--- src/rtl/mem_port_arbiter_if.sv ---
// Bus bundle between the two requesters, the arbiter and the unified memory.
// The arbiter connects through the slave modport; the environment drives master.
interface mem_port_arbiter_if #(
  parameter int unsigned ADDR_W = 8,
  parameter int unsigned DATA_W = 32
);
  logic              cpu_req;
  logic              cpu_we;
  logic [ADDR_W-1:0] cpu_addr;
  logic [DATA_W-1:0] cpu_wdata;
  logic              cpu_gnt;
  logic              cpu_rvalid;
  logic [DATA_W-1:0] cpu_rdata;

  logic              ldr_req;
  logic              ldr_we;
  logic [ADDR_W-1:0] ldr_addr;
  logic [DATA_W-1:0] ldr_wdata;
  logic              ldr_gnt;
  logic              ldr_rvalid;
  logic [DATA_W-1:0] ldr_rdata;

  logic              mem_en;
  logic              mem_we;
  logic [ADDR_W-1:0] mem_addr;
  logic [DATA_W-1:0] mem_wdata;
  logic [DATA_W-1:0] mem_rdata;

  modport slave (
    input  cpu_req, cpu_we, cpu_addr, cpu_wdata,
    input  ldr_req, ldr_we, ldr_addr, ldr_wdata,
    input  mem_rdata,
    output cpu_gnt, cpu_rvalid, cpu_rdata,
    output ldr_gnt, ldr_rvalid, ldr_rdata,
    output mem_en, mem_we, mem_addr, mem_wdata
  );

  modport master (
    output cpu_req, cpu_we, cpu_addr, cpu_wdata,
    output ldr_req, ldr_we, ldr_addr, ldr_wdata,
    output mem_rdata,
    input  cpu_gnt, cpu_rvalid, cpu_rdata,
    input  ldr_gnt, ldr_rvalid, ldr_rdata,
    input  mem_en, mem_we, mem_addr, mem_wdata
  );
endinterface

--- src/rtl/mem_port_arbiter.sv ---
// Shares one single-port memory between the CPU and the loader port: one
// latched access per grant, read data returned after the fixed memory latency.
module mem_port_arbiter #(
  parameter int unsigned ADDR_W  = 8,
  parameter int unsigned DATA_W  = 32,
  parameter int unsigned MEM_LAT = 1,
  parameter bit          RR      = 1'b1
) (
  input  logic               clk,
  input  logic               reset,
  mem_port_arbiter_if.slave  bus
);

  localparam int unsigned CNT_W = 3;

  typedef enum logic [1:0] {IDLE, ACCESS, WAIT} state_t;
  typedef enum logic {OWN_CPU, OWN_LDR} owner_t;

  state_t            state;
  owner_t            owner;
  owner_t            last;
  logic              lat_we;
  logic [CNT_W-1:0]  cnt;

  logic              pick_ldr_c;
  logic              sel_we_c;
  logic [ADDR_W-1:0] sel_addr_c;
  logic [DATA_W-1:0] sel_wdata_c;

  // Loader wins when alone, or on a tie under round-robin when the CPU went last.
  assign pick_ldr_c  = bus.ldr_req && (!bus.cpu_req || (RR && (last == OWN_CPU)));
  assign sel_we_c    = pick_ldr_c ? bus.ldr_we    : bus.cpu_we;
  assign sel_addr_c  = pick_ldr_c ? bus.ldr_addr  : bus.cpu_addr;
  assign sel_wdata_c = pick_ldr_c ? bus.ldr_wdata : bus.cpu_wdata;

  always_ff @(posedge clk or negedge reset) begin
    if (!reset) begin
      state          <= IDLE;
      owner          <= OWN_CPU;
      last           <= OWN_LDR;
      lat_we         <= 1'b0;
      cnt            <= '0;
      bus.cpu_gnt    <= 1'b0;
      bus.ldr_gnt    <= 1'b0;
      bus.cpu_rvalid <= 1'b0;
      bus.ldr_rvalid <= 1'b0;
      bus.cpu_rdata  <= '0;
      bus.ldr_rdata  <= '0;
      bus.mem_en     <= 1'b0;
      bus.mem_we     <= 1'b0;
      bus.mem_addr   <= '0;
      bus.mem_wdata  <= '0;
    end else begin
      // Strobes are single-cycle pulses; only the state that owns them re-asserts.
      bus.cpu_gnt    <= 1'b0;
      bus.ldr_gnt    <= 1'b0;
      bus.cpu_rvalid <= 1'b0;
      bus.ldr_rvalid <= 1'b0;
      bus.mem_en     <= 1'b0;
      bus.mem_we     <= 1'b0;

      case (state)
        IDLE: begin
          if (bus.cpu_req || bus.ldr_req) begin
            owner         <= pick_ldr_c ? OWN_LDR : OWN_CPU;
            last          <= pick_ldr_c ? OWN_LDR : OWN_CPU;
            lat_we        <= sel_we_c;
            bus.mem_addr  <= sel_addr_c;
            bus.mem_wdata <= sel_wdata_c;
            bus.mem_en    <= 1'b1;
            bus.mem_we    <= sel_we_c;
            bus.cpu_gnt   <= !pick_ldr_c;
            bus.ldr_gnt   <= pick_ldr_c;
            state         <= ACCESS;
          end
        end

        ACCESS: begin
          if (lat_we) begin
            state <= IDLE;
          end else begin
            cnt   <= CNT_W'(MEM_LAT);
            state <= WAIT;
          end
        end

        WAIT: begin
          // Count of 1 marks the cycle in which mem_rdata is valid.
          if (cnt == CNT_W'(1)) begin
            if (owner == OWN_LDR) begin
              bus.ldr_rdata  <= bus.mem_rdata;
              bus.ldr_rvalid <= 1'b1;
            end else begin
              bus.cpu_rdata  <= bus.mem_rdata;
              bus.cpu_rvalid <= 1'b1;
            end
            state <= IDLE;
          end else begin
            cnt <= cnt - CNT_W'(1);
          end
        end

        default: state <= IDLE;
      endcase
    end
  end

endmodule

--- src/flat_wrapper.sv ---
// flat-port wrapper written by rule: the top's interface ports become plain ports
module mem_port_arbiter_flat 
#(
  parameter int unsigned ADDR_W  = 8,
  parameter int unsigned DATA_W  = 32,
  parameter int unsigned MEM_LAT = 1,
  parameter bit          RR      = 1'b1
)
  (clk, reset, bus_cpu_req, bus_cpu_we, bus_cpu_addr, bus_cpu_wdata, bus_ldr_req, bus_ldr_we, bus_ldr_addr, bus_ldr_wdata, bus_mem_rdata, bus_cpu_gnt, bus_cpu_rvalid, bus_cpu_rdata, bus_ldr_gnt, bus_ldr_rvalid, bus_ldr_rdata, bus_mem_en, bus_mem_we, bus_mem_addr, bus_mem_wdata);
  mem_port_arbiter_if #(.ADDR_W(ADDR_W), .DATA_W(DATA_W)) bus_i ();
  input  logic clk;
  input  logic reset;
  input wire logic [$bits(bus_i.cpu_req)-1:0] bus_cpu_req;
  input wire logic [$bits(bus_i.cpu_we)-1:0] bus_cpu_we;
  input wire logic [$bits(bus_i.cpu_addr)-1:0] bus_cpu_addr;
  input wire logic [$bits(bus_i.cpu_wdata)-1:0] bus_cpu_wdata;
  input wire logic [$bits(bus_i.ldr_req)-1:0] bus_ldr_req;
  input wire logic [$bits(bus_i.ldr_we)-1:0] bus_ldr_we;
  input wire logic [$bits(bus_i.ldr_addr)-1:0] bus_ldr_addr;
  input wire logic [$bits(bus_i.ldr_wdata)-1:0] bus_ldr_wdata;
  input wire logic [$bits(bus_i.mem_rdata)-1:0] bus_mem_rdata;
  output wire logic [$bits(bus_i.cpu_gnt)-1:0] bus_cpu_gnt;
  output wire logic [$bits(bus_i.cpu_rvalid)-1:0] bus_cpu_rvalid;
  output wire logic [$bits(bus_i.cpu_rdata)-1:0] bus_cpu_rdata;
  output wire logic [$bits(bus_i.ldr_gnt)-1:0] bus_ldr_gnt;
  output wire logic [$bits(bus_i.ldr_rvalid)-1:0] bus_ldr_rvalid;
  output wire logic [$bits(bus_i.ldr_rdata)-1:0] bus_ldr_rdata;
  output wire logic [$bits(bus_i.mem_en)-1:0] bus_mem_en;
  output wire logic [$bits(bus_i.mem_we)-1:0] bus_mem_we;
  output wire logic [$bits(bus_i.mem_addr)-1:0] bus_mem_addr;
  output wire logic [$bits(bus_i.mem_wdata)-1:0] bus_mem_wdata;
  assign bus_i.cpu_req = bus_cpu_req;
  assign bus_i.cpu_we = bus_cpu_we;
  assign bus_i.cpu_addr = bus_cpu_addr;
  assign bus_i.cpu_wdata = bus_cpu_wdata;
  assign bus_i.ldr_req = bus_ldr_req;
  assign bus_i.ldr_we = bus_ldr_we;
  assign bus_i.ldr_addr = bus_ldr_addr;
  assign bus_i.ldr_wdata = bus_ldr_wdata;
  assign bus_i.mem_rdata = bus_mem_rdata;
  assign bus_cpu_gnt = bus_i.cpu_gnt;
  assign bus_cpu_rvalid = bus_i.cpu_rvalid;
  assign bus_cpu_rdata = bus_i.cpu_rdata;
  assign bus_ldr_gnt = bus_i.ldr_gnt;
  assign bus_ldr_rvalid = bus_i.ldr_rvalid;
  assign bus_ldr_rdata = bus_i.ldr_rdata;
  assign bus_mem_en = bus_i.mem_en;
  assign bus_mem_we = bus_i.mem_we;
  assign bus_mem_addr = bus_i.mem_addr;
  assign bus_mem_wdata = bus_i.mem_wdata;
  mem_port_arbiter #(.ADDR_W(ADDR_W), .DATA_W(DATA_W), .MEM_LAT(MEM_LAT), .RR(RR)) u_core (.clk(clk), .reset(reset), .bus(bus_i));
endmodule
--- config.mk ---
export PLATFORM = sky130hd
export DESIGN_NAME = mem_port_arbiter_flat
export DESIGN_NICKNAME = d
export VERILOG_FILES = /design/src/rtl/mem_port_arbiter_if.sv /design/src/rtl/mem_port_arbiter.sv /design/src/flat_wrapper.sv
export SDC_FILE = /design/constraint.sdc
export NUM_CORES = 1
export LEC_CHECK = 0
export ABC_AREA = 1
export CAP_MARGIN = 5
export CORE_ASPECT_RATIO = 0.75
export CORE_MARGIN = 3
export CORE_UTILIZATION = 45
export DETAILED_ROUTE_END_ITERATION = 6
export PLACE_DENSITY = 0.84
export SETUP_SLACK_MARGIN = 0.15
export SYNTH_ARGS = -nofsm -noshare
export SYNTH_HDL_FRONTEND = slang
export SYNTH_SLANG_ARGS = --single-unit
--- constraint.sdc ---
create_clock -name clk -period 2 [get_ports clk]
set_input_delay 0.4 -clock clk [delete_from_list [all_inputs] [get_ports clk]]
set_output_delay 0.4 -clock clk [all_outputs]
set_load 0.01 [all_outputs]
Yosys cells after proc, flatten, opt, wreduce, memory -nomap -nowiden:

Cells that the tools add are included.

* bitwise operators: 2
* $add $sub $neg: 1
* muxes and demuxes: 25
* equality and inequality tests: 7
* reduce and logical (&&, ||, !) cells: 12

Operators by type and width (count)
* $mux W32: 1
* $mux W1: 16
* $reduce_and A3 Y1: 3
* $mux W8: 1
* $mux W2: 3
* $mux W3: 2
* $pmux W2 S3: 1
* $pmux W3 S2: 1
* $ne A2 B1 Y1 const B: 2
* $ne A2 B2 Y1 const B: 2
* $reduce_and A2 Y1: 2
* $eq A3 B1 Y1 const B: 1
* $sub A3 B1 Y3 const B: 1
* $eq A2 B1 Y1 const B: 1
* $eq A2 B2 Y1 const B: 1
* $logic_not A1 Y1: 2
* $logic_not A2 Y1: 1
* $logic_or A1 B1 Y1: 2
* $not A1 Y1: 2
* $reduce_bool A2 Y1: 1
* $logic_and A1 B1 Y1: 1

* word-level logic and storage cells: 62
* input port bits: 118
* register bits: 118

Logic depth before layout (Yosys ltp):

* depth in word-level cells: 6
* mapped depth: 8
* mapped depth without buffers: 8

Least setup slack after synthesis:

OpenSTA, ideal clock, no wires.

* kind: reg-to-reg
* start: register u_core.state[0]
* end: register u_core.bus.ldr_rdata[0]
* setup time: 0.117 ns
* path buffers: 1
* path slack: 0.655 ns
* arrival: 1.229 ns
* stages on the path, launching flop included: 9
* clock period less this slack: 1.345 ns
* cells stage by stage: dfrtp_1 -> inv_1 -> ha_1 -> inv_2 -> nor2_4 -> nand2_2 -> buf_6 -> nand2_1 -> nand2_1

* longest elaborated chain between the ends: 2

Ends and longest elaborated chain
* from (decl): line mem_port_arbiter.sv:19 `state_t state;`
* from (signal assigned): line mem_port_arbiter.sv:38 `state <= IDLE;`
* from (signal assigned): line mem_port_arbiter.sv:74 `state <= ACCESS;`
* from (signal assigned): line mem_port_arbiter.sv:80 `state <= IDLE;`
* $eq A2 B2 Y1: line mem_port_arbiter.sv:62 `case (state)`
* $reduce_and A3 Y1 (no source line)
* to (signal assigned): line mem_port_arbiter.sv:91 `bus.ldr_rdata <= bus.mem_rdata;`
* to (decl): line mem_port_arbiter_if.sv:34 `output ldr_gnt, ldr_rvalid, ldr_rdata,`

No other way between the ends.
A chain may end at the register's enable or synchronous reset.

Worst setup path in the final report:

* start: register u_core.bus.mem_wdata[27]
* end: output port bus_mem_wdata[27]

RTL lines
* from (decl): line mem_port_arbiter_if.sv:35 `output mem_en, mem_we, mem_addr, mem_wdata`
* from (signal assigned): line mem_port_arbiter.sv:69 `bus.mem_wdata <= sel_wdata_c;`
* to (decl): line flat_wrapper.sv:31 `output wire logic [$bits(bus_i.mem_wdata)-1:0] bus_mem_wdata;`

No word-level cell between the ends.

==> impl_results.md <==
- Critical path arrival: 1350 ps
- Max-cap viol count: 0
- Critical path's slowest cell: clkdlybuf4s50_1
- Die height: 98.55 um
- Via count: 5003
- Post-synth EDFFs: 0
- First-pass GRT wire length: 25700 um
- Pint: 8654 uW
- H-tree levels: 4
- Top cell type's share of synthesized area: 56.98%
- Total CTS buffers: 17
- M3 GR Usage: 8.017%
- Comb pwr share: 44.1%
- Starting DRT DRC Count: 356
- Longest Clk Path Bufs: 2
- GR peak layer: met2
- Initial antenna violation count: 0
- CP peak stage delay: 590 ps
- CP max FO: 2
- #FFs+latches synth: 118
- Worst slew pin tran: 693.5 ps
- N_diodes: 0
- Core Region: 11020 um2
- Synth warnings: 0
- Share of cells above drive strength 1: 7.389%
- Syn Inst Count: 577
- Synth-to-Final Area Change: 57.63%
- Post-Syn Area: 5139 um2
- Status: finished clean
- Rows: 33
- CTS tree: built
- Power per cell area: 1652 nW/um2
- Die ar.: 12750 um2
- Setup crit start kind: register
- Synth async-reset ratio: 100.0%
- CP endpoint kind: output port
- DR vias/cell: 5.255
- Sink Count: 118
- Largest delay share family, worst path: buffers and inverters
- GR Layer Usage met2: 41.76%
- Setup violators final: 0
- CP cell instances: clkdlybuf4s50_1
- Leak: 0.003775 uW
- Hold Path Class: input pin to asynchronous set/reset pin
- DRT Pass-1 Iters: 5
- RSZ-0062 raised after global routing: false
- DRC violations left: 0
- Final setup skew: 8.207 ps
- Initial Util: 46.61%
- Synth top cells by count: nand2_1, dfrtp_1, nand3_1
- Final GP Congestion: 0.8447
- Total net switching power: 4727 uW
- Top post-synthesis cells by area: dfrtp_1, nand2_1, nand3_1
- IO buf count: 227
- Vias in the first global route: 5061
- Maximum VDD drop: 0.8437 mV
- IO Pins: 228
- Tot GR Track Use: 25.77%
- Crit path kind: register to output port
- Clock Power Share: 23.7%
- Ys flop type: dfrtp_1
- FMAX: 572.4 MHz
- Slew headroom: 53.77%
- Sequential share of power: 32.2%
- Tmin final: 1747 ps
- Net Sw Frac: 35.33%
- Dominant cell by count in the synthesized netlist: nand2_1
- Met1 Resource Use GR: 32.38%
- Setup TNS Final: 0 ps
- Final ANT Viol Nets: 0
- Total power: 13380 uW
- Worst EP required: 1600 ps
- Final worst-path cycle share: 87.35%
- Final Hold Viols: 0
- Post-CTS Hold Fix Bufs: 0
- Register area share after synthesis: 57.49%
- Max-slew violations: 0
- Die Wd: 129.4 um
- Synth area leader: dfrtp_1
- Layout net count: 923
- Clock slew at reported path FFs: 50 ps
- Drt total wl: 16170 um
- Aggregate global routing overflow: 0
- Synth cell types: 20
- Synthesized netlist net count: 700
- Setup bufs post-CTS: 0
- Clk root buf: clkbuf_16
- Pin count of the biggest net entering global routing: 119
- CP Buf/Inv Count: 1
- Hpwl dp: 11290 um
- Wirelength per Cell: 16.98 um
- Syn Area/Cell: 8.906 um2
- Worst-Skew Late Latency: 410 ps
- Post-CTS sizing: 0
## routing by layer
layer	part of all wire [%]	routed length (um)	vias up
met3	8.2	1331	39
met5	0	0	-
met1	40	6481	2376
met2	49	7911	262
li1	-	-	2326
met4	2.7	442	0
## placed cells by master (no fill, tap or decap), drive strengths merged
master | netlist | routed
nand2 | 263 | 263
bufinv | 0 | 4
dfstp | 1 | 1
nor2 | 11 | 11
nand4 | 41 | 41
clkinv | 0 | 6
nand3 | 86 | 86
ha | 5 | 5
clkdlybuf4s50 | 0 | 226
clkbuf | 1 | 18
clkinvlp | 0 | 2
buf | 37 | 16
o21ai | 2 | 2
inv | 13 | 14
dfrtp | 117 | 117
## power groups by stage
stage	logic (uW)	clock network (uW)	registers (uW)
finish	5900	3170	4310
detailed placement	5910	0	4300
global placement	5690	0	4270
floorplan	2170	0	4750
CTS	5940	3200	4310
global route	6400	3330	4450
## stage by stage
| stage | instance area [um2] | cells | setup WS (ps) | utilization, % | hold slack (ps) |
|---|---|---|---|---|---|
| 6_report | 8100 | 952 | 253.1 | 73.48 | 15.08 |
| 3_5_place_dp | 7490 | 921 | 171.8 | 67.94 | 459.7 |
| 3_3_place_gp | 7490 | 921 | 212.5 | 67.94 | 453.2 |
| 4_1_cts | 8100 | 952 | 221.8 | 73.48 | 108.3 |
| 5_1_grt | 8100 | 952 | 195.2 | 73.48 | 96.52 |
| 2_1_floorplan | 5139 | 577 | 654.5 | - | 104.4 |
## cells by family after synthesis
kind of cell	count (synthesis)	share of synthesized area, %
AO/OA/AOI/OAI	2	0.4139
buffers and inverters	51	6.428
AND/OR/NAND/NOR	401	34.45
flip-flops	118	57.49
adder cells (fa/ha/maj)	5	1.217
## worst paths after layout
check                                               from                        to  slack [ps]  depth (start not counted)
min in group clk                u_core.bus.ldr_rdata[24]  u_core.bus.ldr_rdata[24]         470                          2
worst min register to register  u_core.bus.ldr_rdata[24]  u_core.bus.ldr_rdata[24]         470                          2
worst min-delay path                               reset  u_core.bus.mem_wdata[28]          20                          2
worst max-delay path            u_core.bus.mem_wdata[27]         bus_mem_wdata[27]         250                          1
max in group asynchronous                          reset  u_core.bus.ldr_rdata[14]        1410                          2
worst max register to register           u_core.state[0]  u_core.bus.ldr_rdata[22]         330                          8
## registers in the layout (all words and copies together), names as in the netlist
signal	flops
u_core.bus.cpu_rdata	32
u_core.bus.ldr_rdata	32
u_core.bus.mem_wdata	32
u_core.bus.mem_addr	8
u_core.cnt	3
u_core.state	2
u_core.bus.cpu_gnt	1
u_core.bus.cpu_rvalid	1
u_core.bus.ldr_gnt	1
u_core.bus.ldr_rvalid	1
u_core.bus.mem_en	1
u_core.bus.mem_we	1
u_core.last	1
u_core.lat_we	1
u_core.owner	1
## area by class of cell
| cell class | instances | area, um2 |
|---|---|---|
| flip-flops and latches | 118 | 2954 |
| fillers | 744 | 2924 |
| repair buffers | 242 | 2457 |
| multi-input cells | 408 | 1854 |
| clock buffers | 18 | 429.2 |
| clock inverters | 13 | 181.4 |
| well taps | 140 | 175.2 |
| inverters | 13 | 48.80 |
(Power assumes the default switching activity.)
